<file path="src/rtl/noise_channel_ctrl.sv">
`default_nettype none
// ============================================================================
//  Module      : noise_channel_ctrl
//  Description : Noise-channel control stage. Runs the length counter, the
//                volume envelope and the channel enable, and presents the
//                registered volume / waveform-enable / LFSR-width controls
//                consumed by the noise waveform generator.
//                Optional build macro: NOISE_LEN_EXTRA_CLK_EN enables the
//                extra length clock on a 0->1 edge of I_LEN_EN.
//  Revision    : 1.0  initial release
// ============================================================================
module noise_channel_ctrl #(
   parameter int LEN_BITS     = 6,
   parameter int ENV_PER_BITS = 3
) (
   input  logic                    I_SHIFT_CLOCK,
   input  logic                    I_RESET,
   input  logic                    I_TRIGGER,
   input  logic                    I_LEN_WRITE,
   input  logic [LEN_BITS-1:0]     I_LEN_LOAD,
   input  logic                    I_LEN_EN,
   input  logic                    I_TICK_LEN,
   input  logic                    I_TICK_ENV,
   input  logic [3:0]              I_INIT_VOL,
   input  logic                    I_ENV_DIR,
   input  logic [ENV_PER_BITS-1:0] I_ENV_PERIOD,
   input  logic                    I_WIDTH_MODE,
   input  logic                    I_LEN_NEXT_SKIP,
   output logic [3:0]              O_VOLUME,
   output logic                    O_WAVEFORM_EN,
   output logic                    O_BIT_WIDTH,
   output logic                    O_ACTIVE
);

   typedef enum logic [0:0] {
      ST_OFF = 1'b0,
      ST_RUN = 1'b1
   } state_t;

   localparam logic [LEN_BITS:0]     C_LEN_MAX = (LEN_BITS+1)'(1) << LEN_BITS;
   localparam logic [LEN_BITS:0]     C_LEN_ONE = (LEN_BITS+1)'(1);
   localparam logic [ENV_PER_BITS-1:0] C_ENV_ONE = ENV_PER_BITS'(1);

   state_t                  state_q,     state_d;
   logic [LEN_BITS:0]       remaining_q, remaining_d;
   logic [ENV_PER_BITS-1:0] env_timer_q, env_timer_d;
   logic [3:0]              volume_q,    volume_d;
   logic [3:0]              vol_out_q,   vol_out_d;
   logic                    active_q,    active_d;
   logic                    width_q;

   logic                    w_dac_on;
   logic                    w_len_expire;
   logic                    w_extra_clk;

`ifdef NOISE_LEN_EXTRA_CLK_EN
   logic                    len_en_q;

   // Registered copy of the length enable for rising-edge detection
   always_ff @(posedge I_SHIFT_CLOCK) begin
      if (I_RESET) len_en_q <= 1'b0;
      else         len_en_q <= I_LEN_EN;
   end

   assign w_extra_clk = I_LEN_EN & ~len_en_q & I_LEN_NEXT_SKIP;
`else
   logic                    unused_len_skip;
   assign unused_len_skip = I_LEN_NEXT_SKIP;
   assign w_extra_clk     = 1'b0;
`endif

   // The DAC is powered whenever the envelope could produce non-zero output
   assign w_dac_on = (I_INIT_VOL != 4'd0) | I_ENV_DIR;

   // State register and all datapath/output registers
   always_ff @(posedge I_SHIFT_CLOCK) begin
      if (I_RESET) begin
         state_q     <= ST_OFF;
         remaining_q <= '0;
         env_timer_q <= '0;
         volume_q    <= 4'd0;
         vol_out_q   <= 4'd0;
         active_q    <= 1'b0;
         width_q     <= 1'b0;
      end else begin
         state_q     <= state_d;
         remaining_q <= remaining_d;
         env_timer_q <= env_timer_d;
         volume_q    <= volume_d;
         vol_out_q   <= vol_out_d;
         active_q    <= active_d;
         width_q     <= I_WIDTH_MODE;
      end
   end

   // Next-state: length counter, envelope, trigger and channel enable
   always_comb begin
      state_d      = state_q;
      remaining_d  = remaining_q;
      env_timer_d  = env_timer_q;
      volume_d     = volume_q;
      w_len_expire = 1'b0;

      // Length counter: a write beats a tick; a trigger drops the tick
      if (I_LEN_WRITE) begin
         remaining_d = C_LEN_MAX - {1'b0, I_LEN_LOAD};
      end else if (I_TICK_LEN && !I_TRIGGER && I_LEN_EN && (remaining_q != '0)) begin
         remaining_d = remaining_q - C_LEN_ONE;
         if (remaining_d == '0) w_len_expire = 1'b1;
      end

      // Extra length clock lands before the trigger's zero-check
      if (w_extra_clk && (remaining_d != '0)) begin
         remaining_d = remaining_d - C_LEN_ONE;
         if (remaining_d == '0) w_len_expire = 1'b1;
      end

      if (I_TRIGGER) begin
         volume_d    = I_INIT_VOL;
         env_timer_d = I_ENV_PERIOD;
         if (remaining_d == '0) remaining_d = C_LEN_MAX;
         state_d     = w_dac_on ? ST_RUN : ST_OFF;
      end else begin
         // Envelope only advances while running with a non-zero period
         if (I_TICK_ENV && (state_q == ST_RUN) && (I_ENV_PERIOD != '0)) begin
            if (env_timer_q <= C_ENV_ONE) begin
               env_timer_d = I_ENV_PERIOD;
               if (I_ENV_DIR && (volume_q != 4'd15))
                  volume_d = volume_q + 4'd1;
               else if (!I_ENV_DIR && (volume_q != 4'd0))
                  volume_d = volume_q - 4'd1;
            end else begin
               env_timer_d = env_timer_q - C_ENV_ONE;
            end
         end
         if (!w_dac_on || w_len_expire) state_d = ST_OFF;
      end

      active_d  = (state_d == ST_RUN);
      vol_out_d = active_d ? volume_d : 4'd0;
   end

   assign O_VOLUME      = vol_out_q;
   assign O_WAVEFORM_EN = active_q;
   assign O_ACTIVE      = active_q;
   assign O_BIT_WIDTH   = width_q;

endmodule
`default_nettype wire

</file>
<file path="config.mk">
export PLATFORM = sky130hd
export DESIGN_NAME = noise_channel_ctrl
export DESIGN_NICKNAME = d
export VERILOG_FILES = /design/src/rtl/noise_channel_ctrl.sv
export SDC_FILE = /design/constraint.sdc
export NUM_CORES = 1
export LEC_CHECK = 0
export CAP_MARGIN = 40
export CELL_PAD_IN_SITES_DETAIL_PLACEMENT = 0
export CELL_PAD_IN_SITES_GLOBAL_PLACEMENT = 2
export CORE_MARGIN = 1.5
export CORE_UTILIZATION = 26
export DETAILED_ROUTE_END_ITERATION = 7
export HOLD_SLACK_MARGIN = 0.05
export PLACE_DENSITY = 0.84
export SLEW_MARGIN = 20
export SYNTH_ARGS = -nofsm -noshare
export SYNTH_HDL_FRONTEND = slang
export SYNTH_SLANG_ARGS = --single-unit
</file>
<file path="constraint.sdc">
create_clock -name I_SHIFT_CLOCK -period 1.9 [get_ports I_SHIFT_CLOCK]
set_input_delay 0.57 -clock I_SHIFT_CLOCK [delete_from_list [all_inputs] [get_ports I_SHIFT_CLOCK]]
set_output_delay 0.57 -clock I_SHIFT_CLOCK [all_outputs]
set_load 0.005 [all_outputs]
</file>
Word-level counts from Yosys, hierarchy flattened
Cells that the tools add are included.
{"block": "op_classes", "n_addsub": 5, "n_lt_le_gt_ge": 1, "eq_ne": 1, "mux": 18, "bitwise": 2, "n_reduce_logical": 19}
{"cell": "7-bit two-way mux", "n": 4}
{"cell": "4-bit two-way mux", "n": 5}
{"cell": "7-bit logical NOT", "n": 2}
{"cell": "3-bit two-way mux", "n": 3}
{"cell": "4-bit nonzero test", "n": 2}
{"cell": "1-bit logical AND", "n": 7}
{"cell": "7-bit nonzero test", "n": 1}
{"cell": "7-bit by 1-bit subtractor with 7-bit output (second input constant)", "n": 1}
{"cell": "7-bit by 6-bit subtractor with 7-bit output (first input constant)", "n": 1}
{"cell": "1-bit two-way mux", "n": 6}
{"cell": "4-bit by 1-bit adder with 4-bit output (second input constant)", "n": 1}
{"cell": "4-bit != test (second input constant)", "n": 1}
{"cell": "4-bit by 1-bit subtractor with 4-bit output (second input constant)", "n": 1}
{"cell": "3-bit by 1-bit <= comparator with 1-bit output (second input constant)", "n": 1}
{"cell": "1-bit logical NOT", "n": 3}
{"cell": "3-bit nonzero test", "n": 1}
{"cell": "3-bit by 1-bit subtractor with 3-bit output (second input constant)", "n": 1}
{"cell": "2-bit nonzero test", "n": 1}
{"cell": "2-bit OR reduction", "n": 1}
{"cell": "1-bit logical OR", "n": 1}
{"cell": "1-bit inverter", "n": 1}
{"cell": "1-bit OR", "n": 1}
{"block": "word_totals", "register_bits": 20, "in_bits": 23, "out_inout_bits": 7, "elab_cells": 52}

Longest topological paths before layout
Gate-level depths: netlist of run 1.
{"block": "logic_depth", "ltp_word": 11, "depth_mapped": 8, "depth_no_buf": 7}

Worst setup path after synthesis of run 1
No wires, ideal clock.
{"block": "synth_timing", "path_kind": "input port to flip-flop", "start": "input I_ENV_PERIOD[1]", "end": "register vol_out_q[2] (netlist: O_VOLUME[2])", "setup_time_ns": 0.122, "arrival_time_ns": 1.782, "t_required_ns": 1.778, "path_slack_ns": -0.004, "cell_stages": 6, "n_path_buf": 1, "path_cell_list": "o311a_1 -> and3_1 -> clkbuf_1 -> a221o_1 -> a21oi_1 -> nor3_1"}
{"block": "synth_between", "elab_chain_cells": 4}
{"element": "start: declaration", "line": "26", "source": "input logic [ENV_PER_BITS-1:0] I_ENV_PERIOD,"}
{"element": "3-bit nonzero test", "line": "125", "source": "if (I_TICK_ENV && (state_q == ST_RUN) && (I_ENV_PERIOD != '0)) begin"}
{"element": "1-bit logical AND", "line": "125"}
{"element": "4-bit two-way mux", "line": "125"}
{"element": "4-bit two-way mux", "line": "118", "source": "if (I_TRIGGER) begin"}
{"element": "end signal: assignment", "line": "90", "source": "vol_out_q <= vol_out_d;"}
{"element": "end: declaration", "line": "48", "source": "logic [3:0] vol_out_q, vol_out_d;"}
Every way passes these cells.
A chain may end at the register's enable or synchronous reset.

Final worst setup path of run 1
{"block": "layout_timing", "start": "register remaining_q[2]", "end": "register remaining_q[6]"}
{"block": "layout_between", "elab_chain_cells": 7, "elab_cells_between_ends": 8, "cone_classes": "1 x add/sub; 4 x mux; 3 x reduce/logical"}
{"element": "start: declaration", "line": "45", "source": "logic [LEN_BITS:0] remaining_q, remaining_d;"}
{"element": "start signal: assignment", "line": "87", "source": "remaining_q <= remaining_d;"}
{"element": "branches (longest 2 deep; another with 7-bit by 1-bit subtractor with 7-bit output)"}
{"element": "7-bit two-way mux *", "line": "107", "source": "end else if (I_TICK_LEN && !I_TRIGGER && I_LEN_EN && (remaining_q != '0)) begin"}
{"element": "7-bit two-way mux *", "line": "105", "source": "if (I_LEN_WRITE) begin"}
{"element": "7-bit logical NOT", "line": "121", "source": "if (remaining_d == '0) remaining_d = C_LEN_MAX;"}
{"element": "7-bit two-way mux", "line": "121"}
{"element": "7-bit two-way mux *", "line": "118"}
Mark *: on every way between the ends.

==> impl_metrics.json, run 1 <==
{
  "setup_violations": 0,
  "cp.buffers_inverters": 0,
  "setup_tns_ns": 0,
  "port-buffer-count": 28,
  "drtIter0Drc": 56,
  "grt_pass1_wl_um": 6620,
  "antenna_found_initial": 0,
  "synthFlopType": "dfxtp_1",
  "syn_to_final_growth_pct": 68.7,
  "ir_drop_v": 0.000355,
  "wl_per_cell_um": 12.5,
  "synth_area_leader_cell": "dfxtp_1",
  "powerDensity_nw_per_um2": 589,
  "timing.fmax_ghz": 0.528,
  "async_flop_share_pct": 0,
  "synth_compound_area_share_pct": 21.3,
  "worst_hold_path_type": "reg -> reg",
  "ys_top_cells_by_count": "dfxtp_1 (20), nor2_1 (20), inv_1 (14)",
  "leakagePower_nw": 1.00,
  "start_util_pct": 27.2,
  "setup_ws_ns": 0.00637,
  "fin_util_pct": 45.8,
  "ys_types": 54,
  "end_kind": "flip-flop",
  "die_h_um": 76.5,
  "grt_pass1_vias": 1457,
  "detail_route.vias_per_cell": 4.66,
  "drtAntennaViolNets": 0,
  "die_w_um": 76.5,
  "worst_pin_slew_ns": 0.513,
  "final_area_um2": 2370,
  "drive_gt1_share_pct": 38.1,
  "layout.nets": 279,
  "clock_skew_ns": 0.00187,
  "synthMuxAreaShare_pct": 2.14,
  "synthesis.instances": 172,
  "synth_edf_count": 0,
  "yosysSeqAreaShare_pct": 28.5,
  "cp_cell_sequence": "or4_4 -> a2111oi_4 -> mux2i_1 -> a21oi_1 -> a41o_2",
  "synth_xor_area_share_pct": 6.86,
  "cts_tree": "done",
  "dp_slack_ns": -0.414,
  "htree_levels": 1,
  "cp_slowest_cell": "or4_4",
  "ff2ff_path_depth": 5,
  "worst_hold_path.num_cells": 4,
  "numCtsBuffers": 3,
  "diodes": 0,
  "synth_nets": 203,
  "syn_area_per_cell_um2": 8.17,
  "die_area_um2": 5850,
  "synth_top_area_share_pct": 28.5,
  "cts-root-buf": "clkbuf_8",
  "drc": 0,
  "rows": 26,
  "core_um2": 5170,
  "gp_congestion": 0.833,
  "placed_area_um2": 2050,
  "cp_data_arrival_time_ns": 2.05,
  "yosys.area_share.simple_pct": 27.6,
  "cts.sinks": 20,
  "cpLargestDelayFamily": "compound AO/OA/AOI/OAI gates",
  "cp.required_ns": 2.06,
  "clk_latency_ns": 0.26,
  "synth.cell_area_um2": 1410,
  "worstSetupPathType": "reg -> reg",
  "clk_pin_slew_ns": 0.08,
  "synthAdderAreaFrac_pct": 7.12,
  "cp.depth": 5,
  "max_cap_violations": 0,
  "synthTopCellsByArea": "dfxtp_1 (28%), ha_1 (7.1%), nor2_1 (5.3%)",
  "critPathMaxFanout": 2,
  "cp-start-kind": "flip-flop",
  "track_usage_pct": 13.8,
  "wl_um": 3960,
  "status": "finished, final reports clean",
  "ioPinCount": 30,
  "synth-seq-cells": 20,
  "fin_crit_ns": 1.89,
  "synth_warnings": 0,
  "grt_overflow": 0,
  "grt_max_degree": 13,
  "hold_violations": 0,
  "finalCritPeriodShare_pct": 99.7,
  "post-dp-hpwl_um": 2990,
  "cpPeakStageDelay_ns": 0.55,
  "final_max_slew_viol_count": 0,
  "synth_top_family_by_area": "simple AND/OR/NAND/NOR gates",
  "hold_buffers": 0,
  "dr.pass1.iters": 4,
  "vias": 1478,
  "relSlewSlack_pct": 65.7,
  "clockBufferDepth": 2
}
-- area by class of cell --
cell class | instances | area [µm²]
Multi-Input combinational cell | 131 | 1080
Tap cell | 70 | 87.6
Timing Repair Buffer | 77 | 666
Clock buffer | 3 | 41.3
Fill cell | 513 | 2800
Sequential cell | 20 | 409
Inverter | 15 | 56.3
Clock inverter | 1 | 30.0
-- worst paths after layout --
| check | startpoint | to | slack [ns] |
|---|---|---|---|
| max | remaining_q[2]$_SDFF_PP0_ | remaining_q[6]$_SDFF_PP0_ | 0.006 |
| min | env_timer_q[1]$_SDFFE_PP0P_ | env_timer_q[1]$_SDFFE_PP0P_ | 0.64 |
| max reg2reg | remaining_q[2]$_SDFF_PP0_ | remaining_q[6]$_SDFF_PP0_ | 0.006 |
| min reg2reg | env_timer_q[1]$_SDFFE_PP0P_ | env_timer_q[1]$_SDFFE_PP0P_ | 0.64 |
-- cell usage in the layout (no fill, tap or decap), types with 2 or more instances in the layout --
| master | instances |
|---|---|
| a21oi_1 | 9 |
| xor2_1 | 4 |
| xnor2_1 | 6 |
| a31o_2 | 2 |
| nand3b_1 | 3 |
| a211oi_1 | 3 |
| buf_4 | 45 |
| buf_6 | 4 |
| mux2i_1 | 3 |
| dlymetal6s2s_1 | 4 |
| dfxtp_1 | 15 |
| nor2_1 | 20 |
| nand2_1 | 8 |
| nor2b_1 | 3 |
| ha_1 | 4 |
| nand4_1 | 2 |
| inv_2 | 5 |
| o21ai_0 | 4 |
| dlygate4sd2_1 | 6 |
| inv_1 | 9 |
| clkbuf_8 | 3 |
| a211oi_2 | 3 |
| clkdlybuf4s50_1 | 18 |
| nand3_1 | 4 |
| nor3_1 | 5 |
| a21oi_2 | 2 |
| ha_4 | 3 |
| dfxtp_2 | 4 |
-- per-layer routing --
layer | GRT usage, % | vias to the layer above | share of wire (%)
met5 | 0 | - | 0
met4 | 2.41 | 0 | 0.96
met3 | 4.19 | 4 | 4.1
met2 | 23.4 | 25 | 49
met1 | 17.5 | 676 | 46
li1 | - | 773 | -
-- tightest hold or removal path: cells and delay by family, from the launching register on --
| kind | cells | cell delay (ns) |
|---|---|---|
| flops | 1 | 0.33 |
| simple gates | 3 | 0.24 |
| compound gates | 1 | 0.04 |
-- metrics by stage --
step,hold slack (ns),instances,power [W]
after floorplan,0.597,172,0.000683
after global placement,0.632,305,0.000885
after detailed placement,0.632,305,0.000886
after CTS,0.644,310,0.00133
after global routing,0.699,317,0.00148
final,0.642,317,0.00140
-- what timing repair did --
item	in CTS	in global routing
setup endpoints to repair	10	11
gates resized for setup	15	42
setup buffers	1	7
pin swaps	11	22
gates cloned	0	0
-- power breakdown --
| group | total [W] | internal, W | switching (W) | leakage, nW |
|---|---|---|---|---|
| clock network | 0.000428 | 0.000281 | 0.000147 | 0.0357 |
| logic | 0.000496 | 0.000278 | 0.000218 | 0.800 |
| registers | 0.000474 | 0.000451 | 0.0000226 | 0.167 |
-- sequential cells by signal, summed over array words and instances (netlist names) --
name and count:
O_ACTIVE 1, O_BIT_WIDTH 1, O_VOLUME 4, env_timer_q 3
remaining_q 7, volume_q 4
-- cells by family after synthesis --
kind of cell	count (synthesis)
mux	3
simple gates	67
buf+inv	21
xor+xnor	11
fa+ha+maj	8
compound gates	42
flops	20
(Power assumes the default switching activity.)
==> inputs of run 2 (changes only) <==
CORE_MARGIN = default   (was 1.5)
==> run 2 against run 1 <==
Worst hold slack worse by 0.0017 ns; the flow now finishes with violations (setup timing); design area decreased by 6.2%; combinational power decreased by 8.1%; critical path type unchanged; setup slack lost 0.013 ns; power down 14%; sequential power about the same; cell count down 2.2%.
==> impl_metrics.json, run 2 (synthesis gave the netlist of run 1 again) <==
{
  "powerDensity_nw_per_um2": 542,
  "vias": 1448,
  "setup_ws_ns": -0.00616,
  "setup_violations": 1,
  "layout.nets": 273,
  "gp_congestion": 0.784,
  "worst_pin_slew_ns": 0.562,
  "dr.pass1.iters": 4,
  "die_h_um": 75.5,
  "cp_data_arrival_time_ns": 2.05,
  "start_util_pct": 27.3,
  "grt_max_degree": 11,
  "track_usage_pct": 14.4,
  "critPathMaxFanout": 3,
  "worstSetupPathType": "reg -> reg",
  "cts_tree": "done",
  "largest_reg_flops": 7,
  "post-dp-hpwl_um": 2870,
  "hold_violations": 0,
  "final_common_cell": "buf_4",
  "violations": "setup timing",
  "largest-register": "remaining_q",
  "mostFrequentLayoutCells": "buf_4 (40), clkdlybuf4s50_1 (21), nor2_1 (20)",
  "cp-start-kind": "flip-flop",
  "end_kind": "flip-flop",
  "wl_per_cell_um": 12.3,
  "numCtsBuffers": 3,
  "clk_latency_ns": 0.25,
  "placed_area_um2": 2020,
  "final_area_um2": 2220,
  "wl_um": 3810,
  "detail_route.vias_per_cell": 4.67,
  "rows": 26,
  "timing.fmax_ghz": 0.525,
  "drtAntennaViolNets": 0,
  "relSlewSlack_pct": 62.4,
  "rsz0062_at_grt": "yes",
  "ioPinCount": 30,
  "clockBufferDepth": 2,
  "cts-root-buf": "clkbuf_8",
  "fin_crit_ns": 1.91,
  "status": "finished with violations",
  "antenna_found_initial": 0,
  "grt_pass1_wl_um": 6270,
  "ir_drop_v": 0.000275,
  "htree_levels": 1,
  "syn_to_final_growth_pct": 58.3,
  "diodes": 0,
  "grt_overflow": 0,
  "grt_pass1_vias": 1358,
  "die_area_um2": 5700,
  "dp_slack_ns": -0.406,
  "drc": 0,
  "cts.sinks": 20,
  "worst_hold_path_type": "reg -> reg",
  "finalCritPeriodShare_pct": 100,
  "clock_skew_ns": 0.00386,
  "final_max_slew_viol_count": 0,
  "clk_pin_slew_ns": 0.07,
  "drive_gt1_share_pct": 31.3,
  "power_w": 0.00121,
  "drtIter0Drc": 52,
  "die_w_um": 75.5,
  "leakagePower_nw": 0.925,
  "cp.required_ns": 2.05,
  "core_um2": 5140,
  "max_cap_violations": 0,
  "port-buffer-count": 28,
  "setup_tns_ns": -0.00616
}
## run 2: cell types whose count changed in the layout (fill, tap and decap cells not counted), sizes merged
cell           previous run  this run
dlymetal6s2s              4         1
bufinv                    1         0
buf                      49        43
clkdlybuf4s50            18        21
## run 2: where the power goes
group	total, W	internal, W	switching (W)
Sequential	0.000472	0.000451	0.0000211
Clock	0.000278	0.000141	0.000137
Combinational	0.000456	0.000250	0.000206
## run 2: what timing repair did
item	CTS	global route
buffers inserted	5	1
pin swaps	13	4
gates resized for setup	22	15
setup endpoints to repair	10	9
hold buffers	0	0
## run 2: path summary, 6_finish.rpt
path	from	end	slack, ns	cells past startpoint
worst max register to register	remaining_q[0]$_SDFF_PP0_	remaining_q[6]$_SDFF_PP0_	-0.006	7
worst max-delay path	remaining_q[0]$_SDFF_PP0_	remaining_q[6]$_SDFF_PP0_	-0.006	7
worst min register to register	env_timer_q[2]$_SDFFE_PP0P_	env_timer_q[2]$_SDFFE_PP0P_	0.64	3
worst min-delay path	env_timer_q[2]$_SDFFE_PP0P_	env_timer_q[2]$_SDFFE_PP0P_	0.64	3
## run 2: critical path, stage by stage, from the launching register on
cell     delay [ns]
dfxtp_2        0.34
inv_4          0.08
ha_4           0.14
or4b_4         0.49
o22ai_2        0.17
o31ai_2        0.11
and4b_1        0.20
a41o_2         0.26
## run 2: area by class of cell
class                   count  area, µm²
well taps                  70       87.6
inverters                  15       58.8
clock buffers               3       41.3
fillers                   539       2920
flip-flops and latches     20        403
repair buffers             71        609
multi-input cells         131       1020
## run 2: through the flow
stage	instances	hold WS, ns	util [%]
CTS	309	0.645	41.9
finish	310	0.640	43.3
floorplan	172	0.597	-
global placement	301	0.633	39.3
detailed placement	301	0.633	39.3
global route	310	0.703	43.3
## run 2: per-layer routing
layer	track usage, %	share of wire (%)	up-vias
li1	-	-	759
met2	23.7	47	21
met5	0	0	-
met4	4.12	0.89	0
met3	2.25	3.4	4
met1	19.4	49	664
